<file path="src/rtl/matrix_key_scanner.sv">
// matrix_key_scanner: drives one-hot column strobes into an 8x8 key matrix,
// samples the synchronized row returns once per column dwell, debounces whole
// scan results and reports single-key presses through a valid/ack handshake.
// Multi-key state and lost presses (overrun) are flagged alongside.
module matrix_key_scanner #(
  parameter int SCAN_DIV       = 1000,
  parameter int DEBOUNCE_SCANS = 4
) (
  input  logic       clk,
  input  logic       reset,
  input  logic [7:0] key_row,
  output logic [7:0] key_col,
  output logic [5:0] key_code,
  output logic       key_valid,
  input  logic       key_ack,
  output logic       key_held,
  output logic       multi_key,
  output logic       overrun
);

  localparam int DW = (SCAN_DIV > 1) ? $clog2(SCAN_DIV) : 1;
  localparam int SW = $clog2(DEBOUNCE_SCANS + 1);
  localparam logic [DW-1:0] DWELL_LAST = DW'(SCAN_DIV - 1);
  localparam logic [SW-1:0] STABLE_MAX = SW'(DEBOUNCE_SCANS);

  // Scan results are carried as a saturating key count (0 none, 1 single,
  // 2 multi) plus the code of the first pressed key found.
  typedef enum logic {
    ST_IDLE = 1'b0,
    ST_PEND = 1'b1
  } hs_state_t;

  logic [7:0]    row_meta_r;
  logic [7:0]    row_sync_r;
  logic [2:0]    col_idx_r;
  logic [DW-1:0] dwell_r;
  logic [7:0]    key_col_r;
  logic [1:0]    acc_cnt_r;
  logic [5:0]    acc_code_r;
  logic [1:0]    prev_cnt_r;
  logic [5:0]    prev_code_r;
  logic [SW-1:0] stable_cnt_r;
  logic [1:0]    accepted_cnt_r;
  logic [5:0]    accepted_code_r;
  logic          key_held_r;
  logic          multi_key_r;
  hs_state_t     state_r;
  logic [5:0]    key_code_r;
  logic          key_valid_r;
  logic          overrun_r;

  logic          sample_s;
  logic          scan_done_s;
  logic [2:0]    next_idx_s;
  logic [1:0]    col_cnt_s;
  logic [2:0]    col_row_s;
  logic [2:0]    sum_s;
  logic [1:0]    scan_cnt_s;
  logic [5:0]    scan_code_s;
  logic          same_s;
  logic          differs_s;
  logic [SW-1:0] stable_next_s;
  logic          accept_s;
  logic          press_s;

  assign sample_s    = (dwell_r == DWELL_LAST);
  assign scan_done_s = sample_s && (col_idx_r == 3'd7);
  assign next_idx_s  = col_idx_r + 3'd1;

  // Two-flop synchronizer for the asynchronous row return lines.
  always_ff @(posedge clk or posedge reset) begin
    if (reset) begin
      row_meta_r <= 8'h00;
      row_sync_r <= 8'h00;
    end else begin
      row_meta_r <= key_row;
      row_sync_r <= row_meta_r;
    end
  end

  // Column index / dwell counter and the registered one-hot column drive.
  always_ff @(posedge clk or posedge reset) begin
    if (reset) begin
      col_idx_r <= 3'd0;
      dwell_r   <= '0;
      key_col_r <= 8'h80;
    end else if (sample_s) begin
      col_idx_r <= next_idx_s;
      dwell_r   <= '0;
      key_col_r <= 8'h80 >> next_idx_s;
    end else begin
      dwell_r   <= dwell_r + DW'(1);
    end
  end

  // Count pressed rows in the current column (saturating) and locate the
  // lowest-numbered one; row r arrives on bit 7-r.
  always_comb begin
    col_cnt_s = 2'd0;
    col_row_s = 3'd0;
    for (int r = 7; r >= 0; r--) begin
      if (row_sync_r[3'(7 - r)]) begin
        col_row_s = 3'(r);
        col_cnt_s = (col_cnt_s == 2'd2) ? 2'd2 : col_cnt_s + 2'd1;
      end else begin
        col_row_s = col_row_s;
        col_cnt_s = col_cnt_s;
      end
    end
  end

  // Fold this column into the running scan result; at column 7 this is the
  // complete scan result.
  always_comb begin
    sum_s       = {1'b0, acc_cnt_r} + {1'b0, col_cnt_s};
    scan_cnt_s  = (sum_s >= 3'd2) ? 2'd2 : sum_s[1:0];
    if ((acc_cnt_r == 2'd0) && (col_cnt_s != 2'd0)) begin
      scan_code_s = {col_idx_r, col_row_s};
    end else begin
      scan_code_s = acc_code_r;
    end
  end

  // Per-scan accumulator: updated at each column sample, cleared when a scan
  // completes so the next scan starts empty.
  always_ff @(posedge clk or posedge reset) begin
    if (reset) begin
      acc_cnt_r  <= 2'd0;
      acc_code_r <= 6'd0;
    end else if (scan_done_s) begin
      acc_cnt_r  <= 2'd0;
      acc_code_r <= 6'd0;
    end else if (sample_s) begin
      acc_cnt_r  <= scan_cnt_s;
      acc_code_r <= scan_code_s;
    end else begin
      acc_cnt_r  <= acc_cnt_r;
      acc_code_r <= acc_code_r;
    end
  end

  // Debounce decisions: compare the finished scan with the previous one and
  // with the accepted state; the code only matters for single-key results.
  always_comb begin
    same_s    = (scan_cnt_s == prev_cnt_r) &&
                ((scan_cnt_s != 2'd1) || (scan_code_s == prev_code_r));
    differs_s = (scan_cnt_s != accepted_cnt_r) ||
                ((scan_cnt_s == 2'd1) && (scan_code_s != accepted_code_r));
    if (same_s) begin
      stable_next_s = (stable_cnt_r == STABLE_MAX) ? STABLE_MAX : stable_cnt_r + SW'(1);
    end else begin
      stable_next_s = SW'(1);
    end
    accept_s = scan_done_s && (stable_next_s == STABLE_MAX) && differs_s;
    press_s  = accept_s && (scan_cnt_s == 2'd1);
  end

  // Debounce history, accepted state and its registered decodes.
  always_ff @(posedge clk or posedge reset) begin
    if (reset) begin
      prev_cnt_r      <= 2'd0;
      prev_code_r     <= 6'd0;
      stable_cnt_r    <= '0;
      accepted_cnt_r  <= 2'd0;
      accepted_code_r <= 6'd0;
      key_held_r      <= 1'b0;
      multi_key_r     <= 1'b0;
    end else if (scan_done_s) begin
      stable_cnt_r <= stable_next_s;
      if (!same_s) begin
        prev_cnt_r  <= scan_cnt_s;
        prev_code_r <= scan_code_s;
      end
      if (accept_s) begin
        accepted_cnt_r  <= scan_cnt_s;
        accepted_code_r <= scan_code_s;
        key_held_r      <= (scan_cnt_s == 2'd1);
        multi_key_r     <= (scan_cnt_s == 2'd2);
      end
    end
  end

  // Handshake FSM: latch a press into key_code/key_valid, release on ack,
  // and flag a press that arrives while one is still pending.
  always_ff @(posedge clk or posedge reset) begin
    if (reset) begin
      state_r     <= ST_IDLE;
      key_code_r  <= 6'd0;
      key_valid_r <= 1'b0;
      overrun_r   <= 1'b0;
    end else begin
      case (state_r)
        ST_IDLE: begin
          if (press_s) begin
            key_code_r  <= scan_code_s;
            key_valid_r <= 1'b1;
            state_r     <= ST_PEND;
          end
        end
        ST_PEND: begin
          if (key_ack) begin
            if (press_s) begin
              key_code_r <= scan_code_s;
            end else begin
              key_valid_r <= 1'b0;
              state_r     <= ST_IDLE;
            end
          end else if (press_s) begin
            overrun_r <= 1'b1;
          end
        end
        default: begin
          state_r     <= ST_IDLE;
          key_valid_r <= 1'b0;
        end
      endcase
    end
  end

  assign key_col   = key_col_r;
  assign key_code  = key_code_r;
  assign key_valid = key_valid_r;
  assign key_held  = key_held_r;
  assign multi_key = multi_key_r;
  assign overrun   = overrun_r;

endmodule

</file>
<file path="config.mk">
export PLATFORM = sky130hd
export DESIGN_NAME = matrix_key_scanner
export DESIGN_NICKNAME = d
export VERILOG_FILES = /design/src/rtl/matrix_key_scanner.sv
export SDC_FILE = /design/constraint.sdc
export NUM_CORES = 1
export LEC_CHECK = 0
export ABC_AREA = 1
export ABC_CLOCK_PERIOD_IN_PS = 3860
export CORE_ASPECT_RATIO = 0.8
export CORE_MARGIN = 2
export CORE_UTILIZATION = 30
export DETAILED_ROUTE_END_ITERATION = 16
export GPL_TIMING_DRIVEN = 0
export MAX_ROUTING_LAYER = met4
export PLACE_DENSITY = 0.54
export SLEW_MARGIN = 15
export SYNTH_ARGS = -nofsm -noshare
export SYNTH_HDL_FRONTEND = slang
export SYNTH_SLANG_ARGS = --single-unit
</file>
<file path="constraint.sdc">
create_clock -name clk -period 3.86 [get_ports clk]
set_input_delay 1.158 -clock clk [delete_from_list [all_inputs] [get_ports clk]]
set_output_delay 1.158 -clock clk [all_outputs]
set_load 0.02 [all_outputs]
</file>
==> impl_metrics.toml <==
[clock_network]
cts_hold_buf = 0
cts_made_buffers = 9
clock_latency_ns = 0.34
clock_sinks = 67
clk_pin_slew_worst_paths_ns = 0.06
cts_buffer_depth = 2
cts_max_level = 3
tritoncts = "yes"
cts_root_buf = "clkbuf_16"

[floorplan]
start_util_pct = 30.5
core-area_um2 = 11400
rows = 35
num_io_pins = 29
die_height_um = 100
die_area_um2 = 12500
die_x_um = 125

[timing]
post-route-period-util_pct = 91.8
drv_slew = 0
fmax_mhz = 282
max_slew_margin_pct = 56.4
final-setup-viol-count = 0
grt_setup_unrepaired = "false"
worst_slew_pin_slew_ns = 0.654
fin_crit_ns = 3.54
finClkSkew_ns = 0.00604
hold_violations = 0
finalSetupTns_ns = 0

[run]
max_cap_violations = 0

[routing]
first_pass_iters = 4
wl_mm = 7.50
via_count = 2816
vias_per_cell = 4.57
ant_nets = 0
drc_errors = 0
wl_per_cell_um = 12.2
drt_iter0_markers = 117

[logic_synthesis]
synth_nets = 452
synthesis.area_um2 = 3490
synthDistinctLibCells = 38
ys_ff_latch = 67
synth_edf_count = 0
synth.most_common_cell = "nand2_1"
synth_top_area_share_pct = 47.4
synth_area_leader_cell = "dfrtp_1"
synthArstFlopShare_pct = 100
ys.flop_type = "dfrtp_1"
netlist_top_cells_area = "dfrtp_1 47%, nand2_1 12%, inv_1 6.8%, ha_1 5.4%, nand3_1 4.9%"
synth_area_per_cell_um2 = 8.20
synth_common_cells = "114 x nand2_1, 66 x dfrtp_1, 63 x inv_1"
syn_inst = 425
synth_seq_area_share_pct = 48.1
yosysWarnings = 0

[pwr]
swShare_pct = 23.7
p_comb_share_pct = 9.1
power.leakage_nw = 2.11
power_density_nw_per_um2 = 404
switching_power_w = 0.000410
p_int_w = 0.00132
clockPowerShare_pct = 49.9
seqPwrFrac_pct = 41.0
vdd_ir_drop_max_v = 0.000251
fin_total_pwr_w = 0.00173

[min_path]
worst_hold_path.endpoint = "row_sync_r[2]$_DFF_PP0_"
hp-class = "flop to flop"
min_from = "row_meta_r[2]$_DFF_PP0_"
whs_path_depth = 0

[setup_path]
critPathMaxStageDelay_ns = 0.42
cpMostUsedCell = "inv_1"
cp-startpoint = "row_sync_r[0]$_DFF_PP0_"
r2r_start = "row_sync_r[0]$_DFF_PP0_"
critPathKind = "flop to flop"
slowest_stage = "fa_1"
r2r_end = "key_code[1]$_DFFE_PP0P_"
r2r_setup_slack_ns = 0.32
critPathRequiredTime_ns = 4.09
cp_cell_sequence = "inv_1, ha_1, nand2_1, and2_1, ha_1, or2_1, nand2_1, inv_1, ha_1, inv_1, fa_1, nand2_2, inv_2, nand2_4, xnor2_1, nor2_2, nand4_2, nor2_4, buf_6, nand4_1, nand2_1, inv_1"
cp_max_fo = 10
end_kind = "flop"
rr_worst_depth = 22
arrival_ns = 3.77
critPathLaunchType = "flop"

[placed_design]
io_buffers = 24
dp_cells = 598
dp_hpwl_mm = 5.56
place_congestion = 0.817
post_dp_cell_area_um2 = 3930

[grt]
grt_util_all_layers_pct = 13.7
grt_pass1_vias = 2777
grt_max_degree = 40
grt_pass1_wl_mm = 13.2
antenna_found_initial = 0
overflow = 0

[final_layout]
drive_gt1_share_pct = 11.5
area_delta_synth_final_pct = 23.0
diodes = 0
final_nets = 490
design_area_um2 = 4290
instances_no_fill = 616

[outcome]
status = "finished, final reports clean"
## logic make-up (layout without fill, tap and decap cells)
family	Yosys count	in the layout	share of synthesized area, %
xor gates and xnor gates	4	4	1.01
adders and majority gates	16	16	5.96
DFF	67	67	48.1
buffers and inverters	75	118	8.94
and+or+nand+nor	221	221	29.1
AOI/OAI and AO/OA	41	41	6.53
muxes	1	1	0.323
## layout by cell type (no fill, tap or decap), drive strengths merged, types with 2 or more instances in the layout
cell	count
clkinvlp	3
clkdlybuf4s50	24
nand3b	8
xnor2	2
bufinv	2
or2	4
inv	65
nand3	37
dfrtp	66
clkinv	2
buf	10
o21ai	20
and2	2
ha	15
xor2	2
clkbuf	12
o22ai	9
nand4	8
a21oi	8
nand2	123
nor3	8
nor2	28
## repair_timing
action,CTS,global route
setup endpoints to repair,8,27
pin swaps,0,4
gates resized for setup,1,7
setup buffers,0,2
cloned,0,0
## critical path, delay by kind of cell, from the launching register on
kind / cells / cell delay [ns]
simple gates: 11 / 1.46
buf+inv: 6 / 0.45
fa+ha+maj: 4 / 1.04
flops: 1 / 0.37
xor+xnor: 1 / 0.08
## power by group through the flow
stage	registers, W	clock network (W)	logic [W]
2_1_floorplan	0.000723	0	0.000106
3_3_place_gp	0.000722	0	0.000143
3_5_place_dp	0.000722	0	0.000148
4_1_cts	0.000710	0.000893	0.000150
5_1_grt	0.000710	0.000926	0.000181
6_report	0.000710	0.000865	0.000157
## registers in the layout (all words and copies together) (netlist names)
register / flops
key_valid: 1
accepted_cnt_r: 2
overrun: 1
prev_code_r: 6
acc_cnt_r: 2
key_held: 1
stable_cnt_r: 3
row_meta_r: 4
prev_cnt_r: 2
dwell_r: 10
key_col: 8
key_code: 6
accepted_code_r: 6
multi_key: 1
row_sync_r: 4
acc_code_r: 6
state_r: 1
col_idx_r: 3
## worst max path at each step
stage / slack [ns] / to / cells after the start
final: 0.32 / key_code[1]$_DFFE_PP0P_ / 22
after global routing: 0.02 / key_code[1]$_DFFE_PP0P_ / 23
after CTS: 0.03 / key_code[1]$_DFFE_PP0P_ / 22
after detailed placement: -0.009 / prev_cnt_r[0]$_DFFE_PP0P_ / 20
after global placement: -0.26 / acc_code_r[3]$_DFFE_PP0P_ / 2
after floorplan: 0.60 / key_code[0]$_DFFE_PP0P_ / 22
## metal layers
| layer | part of all wire [%] | global-route usage (%) |
|---|---|---|
| met1 | 51 | 18.8 |
| met2 | 42 | 19.4 |
| met3 | 4.9 | 3.89 |
| met4 | 1.5 | 4.93 |
| met5 | 0 | - |
## through the flow
stage | setup slack (ns) | hold WS [ns] | utilization (%)
floorplan | 0.598 | 0.331 | -
global placement | -0.262 | 0.333 | 34.2
detailed placement | -0.00912 | 0.336 | 34.4
CTS | 0.0250 | 0.348 | 37.2
global route | 0.0212 | 0.355 | 37.5
finish | 0.318 | 0.347 | 37.5
## layout make-up
cell class	count	area, um^2
Clock inverter	7	92.6
Buffer	10	70.1
Timing Repair Buffer	27	275
Inverter	65	246
Fill cell	1147	7140
Sequential cell	67	1680
Tap cell	148	185
Clock buffer	9	225
Multi-Input combinational cell	283	1520
Note: power is estimated with default switching activity, not from simulation.
